==> config.mk <==
export PLATFORM = sky130hd
export DESIGN_NAME = mem_arbiter_flat
export DESIGN_NICKNAME = d
export VERILOG_FILES = /design/src/rtl/mem_arbiter_if.sv /design/src/rtl/mem_arbiter.sv /design/src/flat_wrapper.sv
export SDC_FILE = /design/constraint.sdc
export NUM_CORES = 1
export LEC_CHECK = 0
export ABC_AREA = 1
export ABC_CLOCK_PERIOD_IN_PS = 1800
export BUFFER_PORTS_ARGS = -buffer_cell sky130_fd_sc_hd__buf_4
export CORE_MARGIN = 4
export CORE_UTILIZATION = 42
export CTS_CLUSTER_DIAMETER = 60
export DETAILED_ROUTE_END_ITERATION = 16
export MAX_ROUTING_LAYER = met4
export PLACE_DENSITY = 0.8
export REMOVE_ABC_BUFFERS = 1
export SLEW_MARGIN = 20
export SYNTH_ARGS = -nofsm -noshare
export SYNTH_HDL_FRONTEND = slang
export SYNTH_SLANG_ARGS = --single-unit
export TNS_END_PERCENT = 100
==> constraint.sdc <==
create_clock -name clk -period 1.8 [get_ports clk]
set_input_delay 0.27 -clock clk [delete_from_list [all_inputs] [get_ports clk]]
set_output_delay 0.27 -clock clk [all_outputs]
set_load 0.02 [all_outputs]
==> src/rtl/mem_arbiter_if.sv <==
// Port bundle for mem_arbiter: two cpu request ports (A = fetch, B = data) and the shared memory port.
// The arbiter uses the slave modport; the cpu/memory side uses master.
interface mem_arbiter_if;
   logic        a_read;
   logic        a_write;
   logic [15:0] a_address;
   logic [15:0] a_wdata;
   logic        a_resp;
   logic [15:0] a_rdata;

   logic        b_read;
   logic        b_write;
   logic [15:0] b_address;
   logic [15:0] b_wdata;
   logic        b_resp;
   logic [15:0] b_rdata;

   logic        mem_read;
   logic        mem_write;
   logic [15:0] mem_address;
   logic [15:0] mem_wdata;
   logic        mem_resp;
   logic [15:0] mem_rdata;

   modport slave (
      input  a_read, a_write, a_address, a_wdata,
      output a_resp, a_rdata,
      input  b_read, b_write, b_address, b_wdata,
      output b_resp, b_rdata,
      output mem_read, mem_write, mem_address, mem_wdata,
      input  mem_resp, mem_rdata
   );

   modport master (
      output a_read, a_write, a_address, a_wdata,
      input  a_resp, a_rdata,
      output b_read, b_write, b_address, b_wdata,
      input  b_resp, b_rdata,
      input  mem_read, mem_write, mem_address, mem_wdata,
      output mem_resp, mem_rdata
   );
endinterface

==> src/rtl/mem_arbiter.sv <==
// Two-port to one-port memory arbiter: latches the winning request and holds it on memory until mem_resp.
// Tie-break is fixed B priority unless MEM_ARB_ROUND_ROBIN_EN is defined (then round-robin on last_grant).
module mem_arbiter (
   input  logic          clk,
   input  logic          reset,
   mem_arbiter_if.slave  bus
);

   typedef enum logic [1:0] {
      IDLE    = 2'd0,
      SERVE_A = 2'd1,
      SERVE_B = 2'd2
   } state_e;

   state_e      state_q, state_d;
   logic        rd_q, rd_d;
   logic        wr_q, wr_d;
   logic [15:0] addr_q, addr_d;
   logic [15:0] wdata_q, wdata_d;
   logic        last_grant_q, last_grant_d;

   logic        a_req, b_req, grant_b;

   always_comb begin
      a_req = bus.a_read | bus.a_write;
      b_req = bus.b_read | bus.b_write;
`ifdef MEM_ARB_ROUND_ROBIN_EN
      // On a tie the port not granted last time wins.
      grant_b = b_req & (~a_req | ~last_grant_q);
`else
      grant_b = b_req;
`endif
   end

   always_comb begin
      state_d         = state_q;
      rd_d            = rd_q;
      wr_d            = wr_q;
      addr_d          = addr_q;
      wdata_d         = wdata_q;
      last_grant_d    = last_grant_q;
      bus.mem_read    = 1'b0;
      bus.mem_write   = 1'b0;
      bus.mem_address = 16'h0000;
      bus.mem_wdata   = 16'h0000;
      bus.a_resp      = 1'b0;
      bus.a_rdata     = 16'h0000;
      bus.b_resp      = 1'b0;
      bus.b_rdata     = 16'h0000;

      case (state_q)
         IDLE: begin
            if (a_req | b_req) begin
               last_grant_d = grant_b;
               // Both strobes high on one port is treated as a write.
               if (grant_b) begin
                  state_d = SERVE_B;
                  wr_d    = bus.b_write;
                  rd_d    = bus.b_read & ~bus.b_write;
                  addr_d  = bus.b_address;
                  wdata_d = bus.b_wdata;
               end else begin
                  state_d = SERVE_A;
                  wr_d    = bus.a_write;
                  rd_d    = bus.a_read & ~bus.a_write;
                  addr_d  = bus.a_address;
                  wdata_d = bus.a_wdata;
               end
            end
         end
         SERVE_A: begin
            bus.mem_read    = rd_q;
            bus.mem_write   = wr_q;
            bus.mem_address = addr_q;
            bus.mem_wdata   = wdata_q;
            if (bus.mem_resp) begin
               bus.a_resp  = 1'b1;
               bus.a_rdata = bus.mem_rdata;
               state_d     = IDLE;
            end
         end
         SERVE_B: begin
            bus.mem_read    = rd_q;
            bus.mem_write   = wr_q;
            bus.mem_address = addr_q;
            bus.mem_wdata   = wdata_q;
            if (bus.mem_resp) begin
               bus.b_resp  = 1'b1;
               bus.b_rdata = bus.mem_rdata;
               state_d     = IDLE;
            end
         end
         default: state_d = IDLE;
      endcase
   end

   always_ff @(posedge clk) begin
      if (reset) begin
         state_q      <= IDLE;
         rd_q         <= 1'b0;
         wr_q         <= 1'b0;
         addr_q       <= 16'h0000;
         wdata_q      <= 16'h0000;
         last_grant_q <= 1'b1;
      end else begin
         state_q      <= state_d;
         rd_q         <= rd_d;
         wr_q         <= wr_d;
         addr_q       <= addr_d;
         wdata_q      <= wdata_d;
         last_grant_q <= last_grant_d;
      end
   end

endmodule

==> src/flat_wrapper.sv <==
// flat-port wrapper written by rule: the top's interface ports become plain ports
module mem_arbiter_flat 
  (clk, reset, bus_a_read, bus_a_write, bus_a_address, bus_a_wdata, bus_a_resp, bus_a_rdata, bus_b_read, bus_b_write, bus_b_address, bus_b_wdata, bus_b_resp, bus_b_rdata, bus_mem_read, bus_mem_write, bus_mem_address, bus_mem_wdata, bus_mem_resp, bus_mem_rdata);
  mem_arbiter_if bus_i ();
  input  logic clk;
  input  logic reset;
  input wire logic [$bits(bus_i.a_read)-1:0] bus_a_read;
  input wire logic [$bits(bus_i.a_write)-1:0] bus_a_write;
  input wire logic [$bits(bus_i.a_address)-1:0] bus_a_address;
  input wire logic [$bits(bus_i.a_wdata)-1:0] bus_a_wdata;
  output wire logic [$bits(bus_i.a_resp)-1:0] bus_a_resp;
  output wire logic [$bits(bus_i.a_rdata)-1:0] bus_a_rdata;
  input wire logic [$bits(bus_i.b_read)-1:0] bus_b_read;
  input wire logic [$bits(bus_i.b_write)-1:0] bus_b_write;
  input wire logic [$bits(bus_i.b_address)-1:0] bus_b_address;
  input wire logic [$bits(bus_i.b_wdata)-1:0] bus_b_wdata;
  output wire logic [$bits(bus_i.b_resp)-1:0] bus_b_resp;
  output wire logic [$bits(bus_i.b_rdata)-1:0] bus_b_rdata;
  output wire logic [$bits(bus_i.mem_read)-1:0] bus_mem_read;
  output wire logic [$bits(bus_i.mem_write)-1:0] bus_mem_write;
  output wire logic [$bits(bus_i.mem_address)-1:0] bus_mem_address;
  output wire logic [$bits(bus_i.mem_wdata)-1:0] bus_mem_wdata;
  input wire logic [$bits(bus_i.mem_resp)-1:0] bus_mem_resp;
  input wire logic [$bits(bus_i.mem_rdata)-1:0] bus_mem_rdata;
  assign bus_i.a_read = bus_a_read;
  assign bus_i.a_write = bus_a_write;
  assign bus_i.a_address = bus_a_address;
  assign bus_i.a_wdata = bus_a_wdata;
  assign bus_a_resp = bus_i.a_resp;
  assign bus_a_rdata = bus_i.a_rdata;
  assign bus_i.b_read = bus_b_read;
  assign bus_i.b_write = bus_b_write;
  assign bus_i.b_address = bus_b_address;
  assign bus_i.b_wdata = bus_b_wdata;
  assign bus_b_resp = bus_i.b_resp;
  assign bus_b_rdata = bus_i.b_rdata;
  assign bus_mem_read = bus_i.mem_read;
  assign bus_mem_write = bus_i.mem_write;
  assign bus_mem_address = bus_i.mem_address;
  assign bus_mem_wdata = bus_i.mem_wdata;
  assign bus_i.mem_resp = bus_mem_resp;
  assign bus_i.mem_rdata = bus_mem_rdata;
  mem_arbiter u_core (.clk(clk), .reset(reset), .bus(bus_i));
endmodule
Yosys cells after proc, flatten, opt, wreduce, memory -nomap -nowiden. Cells that the tools add are included.

Register bits after elaboration: 36. Logic and storage cells: 38. Bits of input ports: 87. Output and inout bits: 68.

Reductions and logical operators: 4. Bitwise gates (word level): 7. Multiplexer cells: 18. Eq/ne operators: 4.

Operators with widths (number): 16-bit two-way mux (7); 1-bit two-way mux (7); 2-bit two-way mux (3); 2-bit by 1-bit inequality test with 1-bit output (second input constant) (2); 2-bit one-hot mux with 2 select lines (1); 2-bit AND reduction (2); 1-bit bitwise OR (3); 1-bit AND (2); 2-bit by 1-bit equality test with 1-bit output (second input constant) (1); 2-bit equality test (second input constant) (1); 2-bit logical NOT (1); 1-bit NOT (2); 2-bit OR reduction (1).

Longest topological paths before layout.
Word-level depth: 4. Mapped depth: 8. Depth with buffers taken out: 6.

Worst setup path after synthesis. Ideal clock, no wire load.

Kind: register to output. From: register u_core.state_q[0]. To: output port bus_mem_address[0]. Arrival: 1.261 ns. Setup slack: 0.269 ns. Cell stages (with the launch flop): 7. Buffers on the path: 2. Path through: dfxtp_1 > inv_1 > ha_1 > clkbuf_1 > buf_2 > nand2_1 > inv_1.

Cells in the longest elaborated chain, start to end: 3.

Ends and longest elaborated chain: from (decl) (line mem_arbiter.sv:15) `state_e state_q, state_d;`; from (signal assigned) (line mem_arbiter.sv:106) `state_q <= state_d;`; 2-bit by 1-bit equality test with 1-bit output or 2-bit equality test (tied branches) (line mem_arbiter.sv:51) `case (state_q)`; 2-bit OR reduction (no line) (*); 16-bit two-way mux (*) (line mem_arbiter.sv:51); to (decl) (line flat_wrapper.sv:21) `output wire logic [$bits(bus_i.mem_address)-1:0] bus_mem_address;`.

Every way passes the cells marked *; elsewhere a longest branch is shown, timed or not.

Worst setup path in the final report.
From: register u_core.state_q[0]. To: output port bus_mem_address[14].

Same word-level chain as after synthesis.

==> metrics <==
worst hold margin roughly 0.18 ns; sequential share of power 38.3%; WL met2 between 3 and 4 mm; WL met3 between 600 and 700 um; maximum VDD drop 0.000443 V; ratio of cells with drive above 1 in the final layout between 30% and 40%; crit start category flop; vias in the first global route roughly 2,700; Slew headroom 71.0%; R2R setup slack 0.46 ns; crit-path max FO 8; start point of the critical path u_core.state_q[0]; outcome finished clean; post-route DRC violation count 0; Final nets 640; Initial DRT Pass Iterations 4; Die Span X 82.9 um; most common cell after layout, fill and taps aside buf_4; RSZ-0062 raised after global routing false; post-cts hold buffer count 0; # setup viols final 0; first-pass GRT wire length 12.3 mm; Register-to-Register Path Depth 7; Post-Route Skew 0.00813 ns; switching share of power 35.5%; count of state elements after synthesis 36; Placed Instances just over 600; CTS sink count 36; Comb power frac between 30% and 40%; worst r2r src u_core.state_q[0]; largest net degree at the start of global routing 35; DRT antenna net count 0; Die Y 82.9 um; reg2reg end u_core.state_q[0]; initial antenna violation count 0; Hold Vio Cnt, Final 0; mapped cell area ~2400 um^2; Leak Pwr around 2.3 nW; drt total wl 7.44 mm; CP most frequent cell inv_1; met1 WL 3.00 mm; Design Area, Final ~3600 um^2; cells after synthesis between 400 and 500; Pwr Density 691 nW/um^2; RePlAce Congestion 0.900; Clk pin slew, worst setup/hold paths 0.07 ns; Area Overhead vs Synth 54.5%; Crit-path slowest cell dfxtp_2; Synth top area share between 30% and 40%; clock latency on the worst-skew pair ~0.28 ns; vias approximately 2,900; Avg WL per Cell roughly 12 um; vias per inst around 4.6; CP required between 1.5 and 2 ns; Tmin final between 1.5 and 2 ns; row cnt 26; Final Max Tran Viols 0; CP Capture Point bus_mem_address[14]; total power draw 0.00251 W; main area contributors after synthesis dfxtp_1 31%, nand2_1 21%, nor2_1 10%; ordered list of cells on the worst path inv_1 > ha_4 > buf_6 > nand2_1 > inv_1 > buf_4; Yosys warning total 0; Num CTS Buffers 5; max-cap viol count 0; fraction of the yosys area taken by sequential cells a little over 30%; Max Fclk around 0.58 GHz; root buffer cell clkbuf_8; Mean Syn Cell Area about 6 um^2; Clock power frac about 22%; CTS max path bufs 2; H-tree levels 2; Starting Density ~45%; worst-margin pin slew approximately 0.43 ns; PortBufs approximately 150; Switch Pwr a little under 0.0009 W; crit end category output pin; Total Routing Usage GR a little over a fifth; slowest cell delay on critical path roughly 0.34 ns; DP Area ~3500 um^2; n_diodes 0; Critical Path AT around 1.4 ns; final cell count without fillers ~620; hpwl dp a little under 6 mm; uppermost routed layer met4; most frequent cells in the layout 161 x buf_4, 128 x nand2_1, 65 x nor2_1; I/O Pins about 160; Internal Power approximately 0.0016 W; Core ar. approximately 5300 um^2; Crit Path Class reg -> out; Yosys cell types 20; CTS tree yes; die area around 6900 um^2; class of the worst hold path in -> reg; post-synth top area cell dfxtp_1; Starting DRT DRC Count 95; gr ovfl total 0; Period Utilization, post-route between 90 and 100%
cell families (layout without fill, tap and decap cells):
family,after synthesis,after routing,synth area share (%)
and+or+nand+nor,213,213,36.5
DFF,36,36,30.6
AOI/OAI and AO/OA,68,68,14.6
adders and majority gates,3,3,1.59
buffers and inverters,84,231,16.7
how the worst min path moves through the flow:
stage                              endpoint         startpoint  cells past startpoint  slack [ns]
final                           u_core.wr_q              reset                      2        0.18
after global routing      u_core.state_q[0]              reset                      2        0.17
after global placement    u_core.addr_q[11]  u_core.addr_q[11]                      2        0.46
after CTS                       u_core.wr_q              reset                      2        0.18
after detailed placement  u_core.addr_q[13]  u_core.addr_q[13]                      2        0.47
after floorplan                 u_core.wr_q              reset                      1        0.33
Yosys cell counts:
cell type,instances
nand2_2,10
a21oi_1,35
nand2_1,129
inv_4,1
nor2_4,1
buf_2,7
nand2_4,2
nor2_1,65
a21oi_2,1
nand4_1,1
o21ai_1,29
buf_6,9
dfxtp_1,36
o21ai_0,3
clkbuf_1,8
nor2_2,2
inv_1,58
nand3_1,3
ha_1,3
buf_1,1
through the flow:
stage	setup slack (ns)	util, %	TNS [ns]
after floorplan	-0.0283	-	-0.0849
after global placement	0.332	66.6	0
after detailed placement	0.260	66.6	0
after CTS	0.0115	68.8	0
after global routing	0.0148	69.0	0
final	0.0900	69.0	0
power groups by stage:
stage	Sequential (W)	Clock, W	Combinational [W]
after floorplan	0.000966	0	0.000530
final	0.000963	0.000558	0.000993
after global routing	0.000976	0.000612	0.00110
after detailed placement	0.000979	0	0.000960
after global placement	0.000974	0	0.000943
after CTS	0.000962	0.000568	0.000989
worst max-delay path: cells and delay by family, from the launching register on:
family | cells | cell delay (ns)
flip-flops | 1 | 0.34
adder cells (fa/ha/maj) | 1 | 0.31
buffers and inverters | 4 | 0.45
AND/OR/NAND/NOR | 1 | 0.06
sequential cells by signal (all words and copies together), names as in the netlist:
signal,cells
u_core.addr_q,16
u_core.rd_q,1
u_core.state_q,2
u_core.wdata_q,16
u_core.wr_q,1
final cells by class:
class	instances	area [um^2]
Clock inverter	3	18.8
Sequential cell	36	723
Inverter	59	224
Multi-Input combinational cell	284	1250
Clock buffer	5	68.8
Tap cell	70	87.6
Timing Repair Buffer	164	1260
Fill cell	508	1630
routing by layer:
| layer | GRT usage [%] | vias to the layer above |
|---|---|---|
| li1 | - | 1500 |
| met1 | 23.6 | 1243 |
| met2 | 37.8 | 117 |
| met3 | 6.93 | 11 |
| met4 | 4.90 | 0 |
| met5 | - | - |
repair_timing:
item / in CTS / in global routing
gates resized for setup: 4 / 6
endpoints found under the setup margin: 38 / 27
buffers inserted: 0 / 0
cloned: 1 / 0
No activity file was read; power rests on OpenSTA's default activity.
